===== config.mk =====
export PLATFORM = sky130hd
export DESIGN_NAME = bus_arbiter
export DESIGN_NICKNAME = d
export VERILOG_FILES = /design/src/rtl/bus_arbiter_pkg.sv /design/src/rtl/bus_arbiter_rr.sv /design/src/rtl/bus_arbiter.sv
export SDC_FILE = /design/constraint.sdc
export NUM_CORES = 1
export LEC_CHECK = 0
export CAP_MARGIN = 20
export CORE_MARGIN = 5
export CORE_UTILIZATION = 45
export DETAILED_ROUTE_END_ITERATION = 6
export PLACE_DENSITY = 0.82
export SYNTH_ARGS = -nofsm -noshare
export SYNTH_HDL_FRONTEND = slang
export SYNTH_SLANG_ARGS = --single-unit

===== constraint.sdc =====
create_clock -name clock -period 2.35 [get_ports clock]
set_input_delay 0.47 -clock clock [delete_from_list [all_inputs] [get_ports clock]]
set_output_delay 0.47 -clock clock [all_outputs]
set_load 0.01 [all_outputs]

===== src/rtl/bus_arbiter_pkg.sv =====
// Shared types and constants for the two-master peripheral bus arbiter.
// Latency: n/a (declarations only).
// Backpressure: n/a.
//
// Contents: FSM state enumeration, master count, timeout defaults, counter width.
package bus_arbiter_pkg;

   localparam int NUM_MASTERS     = 2;
   localparam int TIMEOUT_DEFAULT = 15;
   // Timeout counter width; TIMEOUT is limited to 2..15 so it always fits.
   localparam int CNT_W           = 4;

   typedef enum logic [1:0] {
      IDLE  = 2'd0,
      XFER  = 2'd1,
      DRAIN = 2'd2
   } state_t;

endpackage


===== src/rtl/bus_arbiter_rr.sv =====
// Round-robin winner selection between bus masters.
// Latency: combinational.
// Backpressure: none; grants only among the bits currently requesting.
//
// Ports:
//   req      - request vector, one bit per master
//   last_gnt - one-hot index of the master granted most recently
//   gnt      - one-hot winner, all zero when nothing requests
module rr_arbiter
   import bus_arbiter_pkg::*;
(
   input  logic [NUM_MASTERS-1:0] req,
   input  logic [NUM_MASTERS-1:0] last_gnt,
   output logic [NUM_MASTERS-1:0] gnt
);

   logic found;

   // Search starts one position after the last winner and wraps around, so
   // the most recently granted master is considered last.
   always_comb begin
      gnt   = '0;
      found = 1'b0;
      for (int off = 1; off <= NUM_MASTERS; off++) begin
         for (int i = 0; i < NUM_MASTERS; i++) begin
            if (!found && last_gnt[i] && req[(i + off) % NUM_MASTERS]) begin
               gnt[(i + off) % NUM_MASTERS] = 1'b1;
               found                        = 1'b1;
            end
         end
      end
   end

endmodule


===== src/rtl/bus_arbiter.sv =====
// Two-master round-robin arbiter driving a single registered peripheral bus.
// Latency: request seen in IDLE -> trans next cycle; done one cycle after readyout.
// Backpressure: masters hold m_req until m_done; slow peripheral bounded by TIMEOUT.
//
// Ports:
//   clock, rst                     - clock, synchronous active-high reset
//   m_req/m_write/m_addr/m_wdata   - per-master command, 8-bit lanes per master
//   m_gnt/m_done/m_err/m_rdata     - ownership, completion pulse, timeout flag, read data
//   write/trans/waddr/wdata        - registered peripheral command
//   readyout/rdata                 - peripheral response
module bus_arbiter
   import bus_arbiter_pkg::*;
#(
   parameter int TIMEOUT = TIMEOUT_DEFAULT
) (
   input  logic                     clock,
   input  logic                     rst,
   input  logic [NUM_MASTERS-1:0]   m_req,
   input  logic [NUM_MASTERS-1:0]   m_write,
   input  logic [8*NUM_MASTERS-1:0] m_addr,
   input  logic [8*NUM_MASTERS-1:0] m_wdata,
   output logic [NUM_MASTERS-1:0]   m_gnt,
   output logic [NUM_MASTERS-1:0]   m_done,
   output logic                     m_err,
   output logic [7:0]               m_rdata,
   output logic                     write,
   output logic                     trans,
   output logic [7:0]               waddr,
   output logic [7:0]               wdata,
   input  logic                     readyout,
   input  logic [7:0]               rdata
);

   // The highest master is marked as last winner out of reset so master 0
   // wins the first tie.
   localparam logic [NUM_MASTERS-1:0] LAST_GNT_RST = {1'b1, {(NUM_MASTERS-1){1'b0}}};
   localparam logic [CNT_W-1:0]       CNT_LAST     = CNT_W'(TIMEOUT - 1);

   state_t                 state, state_nxt;
   logic [CNT_W-1:0]       cnt, cnt_nxt;
   logic [NUM_MASTERS-1:0] last_gnt, last_gnt_nxt;
   logic [NUM_MASTERS-1:0] arb_gnt;

   logic                   trans_nxt, write_nxt, err_nxt;
   logic [7:0]             waddr_nxt, wdata_nxt, rdata_nxt;
   logic [NUM_MASTERS-1:0] gnt_nxt, done_nxt;

   logic                   sel_write;
   logic [7:0]             sel_addr, sel_wdata;

   rr_arbiter u_rr (
      .req      (m_req),
      .last_gnt (last_gnt),
      .gnt      (arb_gnt)
   );

   // Command of the arbitration winner; arb_gnt is one-hot so at most one
   // lane is picked.
   always_comb begin
      sel_write = 1'b0;
      sel_addr  = '0;
      sel_wdata = '0;
      for (int i = 0; i < NUM_MASTERS; i++) begin
         if (arb_gnt[i]) begin
            sel_write = m_write[i];
            sel_addr  = m_addr[8*i +: 8];
            sel_wdata = m_wdata[8*i +: 8];
         end
      end
   end

   always_ff @(posedge clock) begin
      if (rst) begin
         state    <= IDLE;
         cnt      <= '0;
         last_gnt <= LAST_GNT_RST;
         trans    <= 1'b0;
         write    <= 1'b0;
         waddr    <= '0;
         wdata    <= '0;
         m_gnt    <= '0;
         m_done   <= '0;
         m_err    <= 1'b0;
         m_rdata  <= '0;
      end else begin
         state    <= state_nxt;
         cnt      <= cnt_nxt;
         last_gnt <= last_gnt_nxt;
         trans    <= trans_nxt;
         write    <= write_nxt;
         waddr    <= waddr_nxt;
         wdata    <= wdata_nxt;
         m_gnt    <= gnt_nxt;
         m_done   <= done_nxt;
         m_err    <= err_nxt;
         m_rdata  <= rdata_nxt;
      end
   end

   always_comb begin
      state_nxt    = state;
      cnt_nxt      = cnt;
      last_gnt_nxt = last_gnt;
      trans_nxt    = trans;
      write_nxt    = write;
      waddr_nxt    = waddr;
      wdata_nxt    = wdata;
      gnt_nxt      = m_gnt;
      done_nxt     = '0;
      err_nxt      = 1'b0;
      rdata_nxt    = m_rdata;

      case (state)
         IDLE: begin
            trans_nxt = 1'b0;
            gnt_nxt   = '0;
            // A peripheral still finishing a previous response must drop
            // readyout before the bus is handed out again.
            if ((|m_req) && !readyout) begin
               write_nxt    = sel_write;
               waddr_nxt    = sel_addr;
               wdata_nxt    = sel_wdata;
               gnt_nxt      = arb_gnt;
               last_gnt_nxt = arb_gnt;
               trans_nxt    = 1'b1;
               cnt_nxt      = '0;
               state_nxt    = XFER;
            end
         end

         XFER: begin
            if (readyout) begin
               rdata_nxt = rdata;
               done_nxt  = m_gnt;
               trans_nxt = 1'b0;
               state_nxt = DRAIN;
            end else if (cnt == CNT_LAST) begin
               rdata_nxt = '0;
               done_nxt  = m_gnt;
               err_nxt   = 1'b1;
               trans_nxt = 1'b0;
               state_nxt = DRAIN;
            end else begin
               cnt_nxt = cnt + 1'b1;
            end
         end

         DRAIN: begin
            trans_nxt = 1'b0;
            if (!readyout) begin
               gnt_nxt   = '0;
               state_nxt = IDLE;
            end
         end

         default: begin
            trans_nxt = 1'b0;
            gnt_nxt   = '0;
            state_nxt = IDLE;
         end
      endcase
   end

endmodule


**After elaboration in Yosys (flattened, before gate mapping)**

Index checks and enable logic that the tools add are counted.

- Add/subtract/negate cells: 1
- Eq/ne operators: 8
- Multiplexer cells: 32
- Bitwise operators: 1
- Reductions and logical operators: 23

Operators by type and width:

| kind | count |
|---|---|
| 8-bit 2-to-1 mux | 6 |
| 2-bit 2-to-1 mux | 7 |
| 1-bit 2-to-1 mux | 12 |
| 4-bit 2-to-1 mux | 3 |
| 2-bit case mux with 3 select lines | 2 |
| 1-bit logical AND | 8 |
| 2-bit != test (second input constant) | 4 |
| 4-bit case mux with 2 select lines | 1 |
| 2-bit AND reduction | 3 |
| 4-bit by 1-bit adder with 4-bit output (second input constant) | 1 |
| 4-bit == test (second input constant) | 1 |
| 1-bit logical NOT | 4 |
| 4-bit AND reduction | 1 |
| 2-bit nonzero test | 2 |
| 2-bit OR reduction | 2 |
| 3-bit != test (second input constant) | 1 |
| 3-bit AND reduction | 1 |
| 3-bit OR reduction | 1 |
| 2-bit by 1-bit == test with 1-bit output (second input constant) | 1 |
| 2-bit == test (second input constant) | 1 |
| 2-bit logical NOT | 1 |
| 1-bit case mux with 2 select lines | 1 |
| 1-bit NOT | 1 |

- Register bits after elaboration: 39
- Bits of input ports: 47
- Logic and storage cells: 76

**Longest topological paths before layout**

Gate-level depths: netlist of the first run.

- Word-level depth: 16
- Mapped depth: 5
- Gate-level depth less buffers: 5

**Modules after synthesis**

From an unflattened synthesis of the first run, not the netlist that was laid out.

- Cell total of the unflattened synthesis: 189
- Area, all modules: 1783.0 sq um

Modules (own cells, without submodules):

| module | instances | cells an instance | area each (sq um) |
|---|---|---|---|
| bus_arbiter | 1 | 184 | 1749.2 |
| rr_arbiter | 1 | 5 | 33.8 |

**Least setup slack after synthesis of the first run**

Ideal clock, no wire load.

- Path kind: register to register
- Start: register cnt[0]
- End: register m_rdata[0]
- Arrival: 1.488 ns
- Path slack: 0.802 ns
- Cell stages (with the launch flop): 6
- Clock period less this slack: 1.548 ns
- Cell sequence: dfxtp_1 -> inv_1 -> ha_1 -> a31o_2 -> a21oi_1 -> a22o_1

- Longest elaborated chain between the ends: 3

RTL lines:

| item | RTL line | text |
|---|---|---|
| from (decl) | bus_arbiter.sv:40 | `logic [CNT_W-1:0] cnt, cnt_nxt;` |
| from (signal assigned) | bus_arbiter.sv:87 | `cnt <= cnt_nxt;` |
| 4-bit == test | bus_arbiter.sv:137 | `end else if (cnt == CNT_LAST) begin` |
| 2-bit nonzero test (no line) | -- |  |
| 2-bit AND reduction (no line) | -- |  |
| to (signal assigned) | bus_arbiter.sv:96 | `m_rdata <= rdata_nxt;` |
| to (decl) | bus_arbiter.sv:25 | `output logic [7:0] m_rdata,` |

Every way passes these cells.
A chain may end at the register's enable or synchronous reset.

**Worst setup path in the final report of the first run**

- Start: input port readyout
- End: register m_rdata[0]

- Longest elaborated chain between the ends: 2

RTL lines:

| item | RTL line | text |
|---|---|---|
| from (decl) | bus_arbiter.sv:30 | `input logic readyout,` |
| 2-bit nonzero test (no line) | -- |  |
| 2-bit AND reduction (no line) | -- |  |

Parallel ways exist; a longest one is shown, timed or not.

==> impl_results.md, run 1 <==
* RSZ-0062 raised after global routing: false
* Number of global-route vias before repair at 1975
* Die area at roughly 6200 µm²
* Vias per cell at between 6 and 7
* R2R Path Start: cnt[0]
* Period utilisation layout at 0.778
* CTS Buf Count at 5
* Final setup fails at 0
* FMAX at between 0.5 and 0.6 GHz
* Synthesized cell area at about 2100 µm²
* Setup crit end kind: flop
* Initial Util at 0.459
* Seq/Total Area, Yosys at 0.365
* Reg2reg end: m_rdata[0]
* Peak supply drop at roughly 0.00026 V
* CTS Sinks at 39
* CP Depth at 4
* # port buffers at 77
* End of the critical path: m_rdata[0]
* Number of diodes at 0
* Gr usage total at 0.189
* Post_cts resized at 0
* Die width at around 80 µm
* Setup crit start kind: primary input
* Synth Net Count at roughly 280
* Worst slew margin at 0.579
* CTS tree: built
* Via Count at 2157
* TritonRoute pass-1 iters at 4
* Setup Slack @ Placement at 0.234 ns
* CP max stage cell: a21oi_1
* Worst Skew at approximately 0.0073 ns
* R2R depth at 5
* Fin nets at between 300 and 400
* Final setup TNS at 0 ns
* Routability Congestion at 0.847
* Power density cells at between 500 and 600 nW/µm²
* DIE HEIGHT at 79.0 µm
* Synthesized flop and latch total at 39
* Crit path max-delay family: compound AO/OA/AOI/OAI gates
* Slew Limit Fails at 0
* Synth Warn # at 0
* Pin count of the biggest net entering global routing at 22
* Crit path DAT at 2.06 ns
* Worst skew pair latency at slightly below 0.3 ns
* CTS Buffer Depth at 2
* Worst hold path depth at 2
* DP HPWL at about 4300 µm
* Crit. Startpoint: readyout
* Static Leak at ~0.0011 µW
* Slack of the critical path at about 0.52 ns
* Finished Core Util at 0.645
* Global-route wire length before repair at a little over 9000 µm
* Ports at 78
* Netlist cell types at 42
* Syn Inst Count at 233
* Wire per inst at around 16 µm
* Worst EP required at 2.58 ns
* Drt initial violations at 134
* Clock transition at path regs at 0.07 ns
* DRC errors left at 0
* Slowest stage delay, CP at approximately 0.52 ns
* Setup Fix Bufs, Post-CTS at 0
* Post-CTS Hold Fix Bufs at 0
* Layout cell share with drive strength beyond 1 at 0.0894
* Grt total ovfl at 0
* Routed Antenna Nets at 0
* Critical path class: primary input to flop
* Initial antenna violation count at 0
* CP max FO at 8
* Minimum clock period at approximately 1.8 ns
* Worst slew pin tran at ~0.63 ns
* Core ar. at roughly 4700 µm²
* Final Hold Viols at 0
* Area grow syn2layout at 40.5%
* Outcome: complete, no violations
* FP Rows at 25
* CP Buf/Inv Count at 1
* Reg-to-reg setup timing slack at ~0.54 ns
* Hold crit path type: flop to flop
* Max-capacitance violation count at 0
* H-tree Lvls at 2
* Final wirelength at approximately 5800 µm
* Critical Path, Cell by Cell: clkdlybuf4s50_1 > a31o_2 > a21oi_1 > a22o_1
* Syn_area_per_cell at ~9.2 µm²
* Clk root buf: clkbuf_8
-- power breakdown --
part	switching (µW)	internal, µW
clock network	228	208
registers	31.8	702
logic	171	212
-- tightest hold or removal path, stage by stage (launching register included) --
cell,delay [ns]
dfxtp_1,0.31
nand3_1,0.06
a21oi_1,0.06
-- flip-flops by register name (all words and copies together), names as in the netlist --
register  count
cnt           4
last_gnt      2
m_done        2
m_err         1
m_gnt         2
m_rdata       8
state         2
trans         1
waddr         8
wdata         8
write         1
-- cells by family after synthesis --
logic type               after synthesis  synth area share
flip-flops                            39             0.365
AND/OR/NAND/NOR                       63             0.226
AO/OA/AOI/OAI                         99             0.327
adder cells (fa/ha/maj)                2            0.0117
buffers and inverters                 30            0.0708
-- per-layer routing --
metal  track usage  share of wire  up-vias
li1              -              -     1057
met3        0.0420          0.061        8
met1         0.221           0.42     1019
met2         0.334           0.50       73
met4        0.0790          0.020        0
met5             0              0        -
-- cells in the mapped netlist --
cell / n / area (µm²)
dfxtp_1: 39 / 781
and3b_1: 35 / 307
a21oi_1: 26 / 130
a311oi_1: 17 / 149
a32oi_1: 17 / 149
o21ai_0: 16 / 80.1
buf_2: 11 / 55.1
clkbuf_1: 11 / 41.3
a22o_1: 8 / 70.1
nand2_1: 6 / 22.5
o21ai_1: 4 / 20.0
inv_1: 3 / 11.3
and2_1: 2 / 12.5
clkbuf_2: 2 / 10.0
ha_1: 2 / 25.0
nand2b_1: 2 / 12.5
nand3_1: 2 / 10.0
nor2_1: 2 / 7.51
nor2b_1: 2 / 12.5
nor3_1: 2 / 10.0
nor4_1: 2 / 12.5
o221ai_1: 2 / 17.5
a2111oi_2: 1 / 15.0
a211o_1: 1 / 8.76
a211oi_2: 1 / 12.5
a31o_2: 1 / 8.76
a31oi_1: 1 / 6.26
and3b_2: 1 / 10.0
buf_4: 1 / 7.51
buf_6: 1 / 11.3
buf_8: 1 / 15.0
nor2_2: 1 / 6.26
nor2_8: 1 / 20.0
nor3b_2: 1 / 12.5
o2111ai_1: 1 / 8.76
o211ai_1: 1 / 7.51
o31a_1: 1 / 8.76
o31ai_1: 1 / 7.51
or2_2: 1 / 6.26
or3_1: 1 / 6.26
or3_2: 1 / 7.51
or4_1: 1 / 7.51
-- per-stage QoR --
| stage | hold WS [ns] | instances | cell area, µm² | power, µW |
|---|---|---|---|---|
| 2_1_floorplan | 0.468 | 233 | 2140 | 940 |
| 3_3_place_gp | 0.459 | 348 | 2930 | 1120 |
| 3_5_place_dp | 0.467 | 348 | 2930 | 1130 |
| 4_1_cts | 0.478 | 356 | 3010 | 1560 |
| 5_1_grt | 0.491 | 356 | 3010 | 1630 |
| 6_report | 0.471 | 356 | 3010 | 1550 |
-- cells in the final DEF (no fill, tap or decap), types with 2 or more instances in the layout --
cell type        Yosys  routed
clkdlybuf4s50_1      0      77
nand3_1              2       2
buf_4                1      11
inv_1                3       3
ha_1                 2       2
nor2_1               2       2
nand2b_1             2       2
nor4_1               2       2
a311oi_1            17      17
and3b_1             35      35
a32oi_1             17      17
clkbuf_1            11       2
a22o_1               8       8
nor2b_1              2       2
and2_1               2       2
dfxtp_1             39      39
a21oi_1             26      26
nand2_1              6       6
o21ai_1              4       4
clkbuf_8             0       5
o21ai_0             16      16
o221ai_1             2       2
-- layout make-up --
type | instances | area, µm²
Sequential cell | 39 | 781
Fill cell | 402 | 1650
Multi-Input combinational cell | 164 | 1210
Timing Repair Buffer | 88 | 853
Clock buffer | 7 | 76.3
Tap cell | 54 | 67.6
Inverter | 3 | 11.3
Clock inverter | 1 | 5.00
-- how the worst min path moves through the flow --
stage | slack (ns) | end | start
6_report | 0.47 | trans | trans
3_3_place_gp | 0.46 | trans | trans
5_1_grt | 0.49 | trans | trans
2_1_floorplan | 0.47 | m_err | cnt[3]
3_5_place_dp | 0.47 | m_done[1] | m_gnt[1]
4_1_cts | 0.48 | trans | trans
(Power assumes the default switching activity.)
==> inputs of run 2 (changes only) <==
- clock period: 2.35 -> 1.8 ns (I/O delays scaled with it)
==> run 2 against run 1 <==
  * Sequential power rose by 31%
  * Routed wire length rose by 4.9%
  * Flip-flop and latch count stayed put
  * Critical endpoint is now waddr[0]
==> impl_results.md, run 2 (synthesis gave the netlist of run 1 again) <==
* Post_cts resized at 0 (unchanged)
* Hold crit path type: flop to flop
* Core ar. at 4660 µm² (unchanged)
* CTS Buffer Depth at 2 (unchanged)
* Setup crit end kind: flop
* Drt initial violations at 121 (-9.7%)
* Number of diodes at 0 (unchanged)
* Die width at 79.0 µm (unchanged)
* DP HPWL at 4380 µm (+2.3%)
* Final wirelength at 6070 µm (+4.9%)
* Crit path DAT at 1.76 ns (-0.30 ns)
* Reg2reg end: cnt[1]
* Worst slew margin at 0.574 (-0.00535)
* Max-capacitance violation count at 0 (unchanged)
* End of the critical path: waddr[0]
* Layout cell share with drive strength beyond 1 at 0.131 (+0.0416)
* Global-route wire length before repair at 9940 µm (+7.0%)
* H-tree Lvls at 2 (unchanged)
* FMAX at between 0.6 and 0.7 GHz
* Peak supply drop at 0.000338 V (+31%)
* Clk root buf: clkbuf_8
* Slew Limit Fails at 0 (unchanged)
* Vias per cell at 6.01 (-0.79%)
* Tot Pwr at 2250 µW (+45%)
* DIE HEIGHT at 79.0 µm (unchanged)
* Pin count of the biggest net entering global routing at 21 (-4.5%)
* # port buffers at 77 (unchanged)
* Fillers at 391 (-2.7%)
* TritonRoute pass-1 iters at 4 (unchanged)
* DRC errors left at 0 (unchanged)
* Final Hold Viols at 0 (unchanged)
* Setup crit start kind: primary input
* Gr usage total at 0.198 (+0.00872)
* Initial antenna violation count at 0 (unchanged)
* Clock transition at path regs at 0.08 ns (about the same)
* Wire per inst at 16.5 µm (+1.7%)
* Initial Util at 0.459 (unchanged)
* Routability Congestion at 0.813 (-4.0%)
* CTS tree: built
* Crit. Startpoint: readyout
* CP max FO at 19 (+11)
* Worst EP required at 1.96 ns (-0.62 ns)
* Minimum clock period at about 1.6 ns
* Die area at 6230 µm² (unchanged)
* Area after DPL at 3020 µm² (+3.3%)
* Commonest cells after routing, fill and taps aside: clkdlybuf4s50_1 (77), dfxtp_1 (39), and3b_1 (35), a21oi_1 (25), buf_4 (21)
* Final setup fails at 0 (unchanged)
* Fin nets at 361 (+3.1%)
* RSZ-0062 raised after global routing: false
* Slack of the critical path at 0.194 ns (-0.327 ns)
* R2R Path Start: cnt[0]
* Grt total ovfl at 0 (unchanged)
* Post-CTS Hold Fix Bufs at 0 (unchanged)
* Number of global-route vias before repair at 2152 (+9.0%)
* Setup Fix Bufs, Post-CTS at 0 (unchanged)
* Power density cells at 715 nW/µm² (+39%)
* Top flop regs: m_rdata x8, waddr x8, wdata x8
* Worst slew pin tran at 0.639 ns (+0.00801 ns)
* Area grow syn2layout at 46.8%
* Static Leak at 0.00120 µW (+6.8%)
* Worst skew pair latency at 0.29 ns (about the same)
* R2R depth at 5 (unchanged)
* Commonest non-fill, non-tap cell in the layout: clkdlybuf4s50_1
* FP Rows at 25 (unchanged)
* Routed Antenna Nets at 0 (unchanged)
* Worst Skew at 0.00457 ns (-0.00275 ns)
* Critical path class: primary input to flop
* CTS Sinks at 39 (unchanged)
* Period utilisation layout at 0.892
* Setup Slack @ Placement at -0.126 ns (-0.360 ns)
* Via Count at 2206 (+2.3%)
* Reg-to-reg setup timing slack at 0.26 ns (-0.28 ns)
* Fin area at 3140 µm² (+4.5%)
* Ports at 78 (unchanged)
* Outcome: complete, no violations
* CTS Buf Count at 5 (unchanged)
-- run 2: power breakdown --
part           internal, µW  leakage, µW  total [µW]  switching [µW]
sequential              916     0.000319         957            41.6
clock                   448    0.0000612         758             309
combinational           298     0.000822         531             233
total                  1660      0.00120        2250             583
-- run 2: metrics by stage --
stage / hold slack, ns / utilization / std cells / TNS [ns]
after floorplan: 0.468 / - / 233 / 0
after global placement: 0.461 / 0.648 / 359 / -2.17
after detailed placement: 0.462 / 0.648 / 359 / -2.73
after CTS: 0.472 / 0.673 / 367 / 0
after global routing: 0.498 / 0.674 / 367 / 0
final: 0.470 / 0.674 / 367 / 0
-- run 2: worst max-delay path: stages --
cell and delay [ns]:
clkdlybuf4s50_1 0.47, or3_1 0.46, nor2_8 0.32, a311oi_1 0.15
-- run 2: cell type report --
cell class	count	area [µm²]	area share
clock buffer	6	82.6	0.0263
clock inverter	2	35.0	0.0112
inverter	3	11.3	0.00358
multi-input combinational	164	1220	0.387
sequential	39	781	0.249
tap	54	67.6	0.0215
timing repair buffer	99	948	0.302
-- run 2: routing by layer --
metal  GRT usage  wire [µm]  part of all wire  vias to the layer above
met4      0.0756         74             0.012                        0
met3      0.0420        378             0.062                        9
met5           0          0                 0                        -
met1       0.232       2500              0.41                     1044
li1            -          -                 -                     1075
met2       0.352       3120              0.51                       78
-- run 2: worst min path at each step --
stage / from / to / slack (ns) / depth (start not counted)
after floorplan: cnt[3] / m_err / 0.47 / 2
after detailed placement: trans / trans / 0.46 / 2
after global placement: m_rdata[7] / m_rdata[7] / 0.46 / 1
final: trans / trans / 0.47 / 2
after CTS: trans / trans / 0.47 / 2
after global routing: m_rdata[7] / m_rdata[7] / 0.50 / 1
==> inputs of run 3 (changes only) <==
- GPL_TIMING_DRIVEN: unset -> 0
==> run 3 against run 2 <==
  * Via count is 1.9% higher
  * Cell count increased by 1.1%
  * Clock-buffer cell count increased by 2
  * Fmax down 3.6%
  * Combinational power up 2%
  * Global-route usage increased by 0.18 points
  * Power is 5.1% lower
  * Setup slack got worse by 0.060 ns
  * Register-to-register slack worse by 0.11 ns
  * Sequential power down 1%
==> impl_results.md, run 3 (synthesis gave the netlist of run 1 again) <==
* Outcome: complete, no violations
* Final wirelength at 6260 µm (+3.0%)
* Initial Util at 0.459 (unchanged)
* Pin count of the biggest net entering global routing at 12 (-43%)
* Commonest non-fill, non-tap cell in the layout: clkdlybuf4s50_1
* Critical Path, Cell by Cell: clkdlybuf4s50_1 > buf_2 > buf_2 > and3b_1 > o21ai_0 > a311oi_1
* Worst slew pin tran at 0.590 ns (-0.0485 ns)
* Fin nets at 365 (+1.1%)
* Vias per cell at 6.06 (+0.81%)
* Finished Core Util at 0.661 (-0.0126)
* Top flop regs: m_rdata x8, waddr x8, wdata x8
* Period utilisation layout at 0.925 (+0.0335)
* Hold crit path type: flop to flop
* Routed Antenna Nets at 0 (unchanged)
* CP max FO at 10 (-9)
* Minimum clock period at 1.67 ns (+0.0602 ns)
* CTS Buf Count at 5 (unchanged)
* Number of global-route vias before repair at 2118 (-1.6%)
* Setup Slack @ Placement at -0.243 ns (-0.117 ns)
* DIE HEIGHT at 79.0 µm (unchanged)
* R2R Path Start: cnt[0]
* Routability Congestion at 0.870 (+7.0%)
* Worst Skew at 0.00512 ns (+0.000541 ns)
* Number of diodes at 0 (unchanged)
* Non-filler cells, final at 371 (+1.1%)
* Drt initial violations at 136 (+12%)
* Worst slew margin at 0.606 (+0.0321)
* CTS Buffer Depth at 2 (unchanged)
* Max-capacitance violation count at 0 (unchanged)
* DP HPWL at 4530 µm (+3.4%)
* Slack of the critical path at 0.134 ns (-0.0602 ns)
* Post_cts resized at 1 (+1)
* Final setup fails at 0 (unchanged)
* Worst hold path depth at 1 (-1)
* Via Count at 2248 (+1.9%)
* Worst skew pair latency at 0.29 ns (about the same)
* Crit path max-delay family: buffers and inverters
* Die area at 6230 µm² (unchanged)
* TritonRoute pass-1 iters at 4 (unchanged)
* Die width at 79.0 µm (unchanged)
* DRC errors left at 0 (unchanged)
* Peak supply drop at 0.000299 V (-12%)
* Layout cell share with drive strength beyond 1 at 0.107 (-0.0237)
* CTS tree: built
* Post-Place Cells at 363 (+1.1%)
* Clock transition at path regs at 0.08 ns (about the same)
* Slew Limit Fails at 0 (unchanged)
* Crit path DAT at 1.86 ns (+0.10 ns)
* Critical path class: primary input to flop
* Post-CTS Hold Fix Bufs at 0 (unchanged)
* Gr usage total at 0.200 (+0.00177)
* FMAX at 0.600 GHz (-3.6%)
* Grt total ovfl at 0 (unchanged)
* Worst EP required at 2.00 ns (+0.04 ns)
* Final Hold Viols at 0 (unchanged)
* Reg2reg end: cnt[1]
* H-tree Lvls at 2 (unchanged)
* Initial antenna violation count at 0 (unchanged)
* Reg-to-reg setup timing slack at 0.15 ns (-0.11 ns)
* Commonest cells after routing, fill and taps aside: clkdlybuf4s50_1 (75), dfxtp_1 (39), and3b_1 (35), a21oi_1 (25)
* # port buffers at 76 (-1.3%)
* Clk root buf: clkbuf_8
* R2R depth at 5 (unchanged)
* RSZ-0062 raised after global routing: false
* Static Leak at 0.00117 µW (-2.4%)
* Setup crit end kind: flop
* Power density cells at 691 nW/µm² (-3.3%)
* Area grow syn2layout at 44.1%
* CP Buf/Inv Count at 3 (+2)
* CTS Sinks at 39 (unchanged)
* Core ar. at 4660 µm² (unchanged)
* Setup crit start kind: primary input
* Slowest stage delay, CP at 0.47 ns (about the same)
* Global-route wire length before repair at 10000 µm (+0.90%)
* CP dominant cell by count: buf_2
* Hold Path Origin: m_rdata[3]
* Wire per inst at 16.9 µm (+1.9%)
* CP max stage cell: clkdlybuf4s50_1
* Fillers at 418 (+6.9%)
* Worst Hold Endpoint: m_rdata[3]
* Ports at 78 (unchanged)
* Setup Fix Bufs, Post-CTS at 0 (unchanged)
* FP Rows at 25 (unchanged)
run 3: cell count changes in the layout (fill, tap and decap cells not counted), moves of 2 or more:
cell / delta
buf_4: -20
buf_2: +11
clkbuf_1: +11
clkbuf_2: +3
clkdlybuf4s50_1: -2
run 3: power breakdown:
part | switching [µW] | internal (µW)
Sequential | 30.0 | 916
Combinational | 253 | 286
Clock | 296 | 350
run 3: layout make-up:
type | instances | area (µm²) | share of cell area
Multi-Input combinational cell | 164 | 1220 | 0.395
Inverter | 3 | 11.3 | 0.00365
Buffer | 27 | 141 | 0.0459
Clock buffer | 8 | 100 | 0.0325
Sequential cell | 39 | 781 | 0.253
Tap cell | 54 | 67.6 | 0.0219
Timing Repair Buffer | 76 | 763 | 0.248
run 3: how the worst max path moves through the flow:
stage | from | to | cells after the start | slack [ns]
after floorplan | cnt[0] | m_rdata[0] | 5 | 0.25
after global routing | cnt[0] | cnt[1] | 5 | 0.02
after CTS | readyout | wdata[4] | 6 | 0.07
after detailed placement | readyout | m_rdata[4] | 4 | -0.24
after global placement | readyout | m_rdata[3] | 4 | -0.25
final | m_req[1] | waddr[0] | 6 | 0.13
run 3: worst reg2reg max path, delay by kind of cell (launching register included):
kind,cells,cell delay (ns)
buffers and inverters,1,0.08
AND/OR/NAND/NOR,1,0.42
flip-flops,1,0.39
AO/OA/AOI/OAI,2,0.45
adder cells (fa/ha/maj),1,0.24
run 3: per-layer routing:
layer | vias to the layer above | track usage | share of wire
met3 | 8 | 0.0465 | 0.071
met4 | 0 | 0.0636 | 0.015
met5 | - | 0 | 0
li1 | 1082 | - | -
met2 | 95 | 0.342 | 0.48
met1 | 1063 | 0.248 | 0.43
run 3: metrics by stage:
step	setup TNS [ns]	total power [µW]	hold WS (ns)	cell area (µm²)
2_1_floorplan	0	1230	0.468	2140
3_3_place_gp	-5.39	1490	0.461	2970
3_5_place_dp	-5.63	1500	0.463	2970
4_1_cts	0	2140	0.485	3070
5_1_grt	0	2230	0.502	3080
6_report	0	2130	0.478	3080
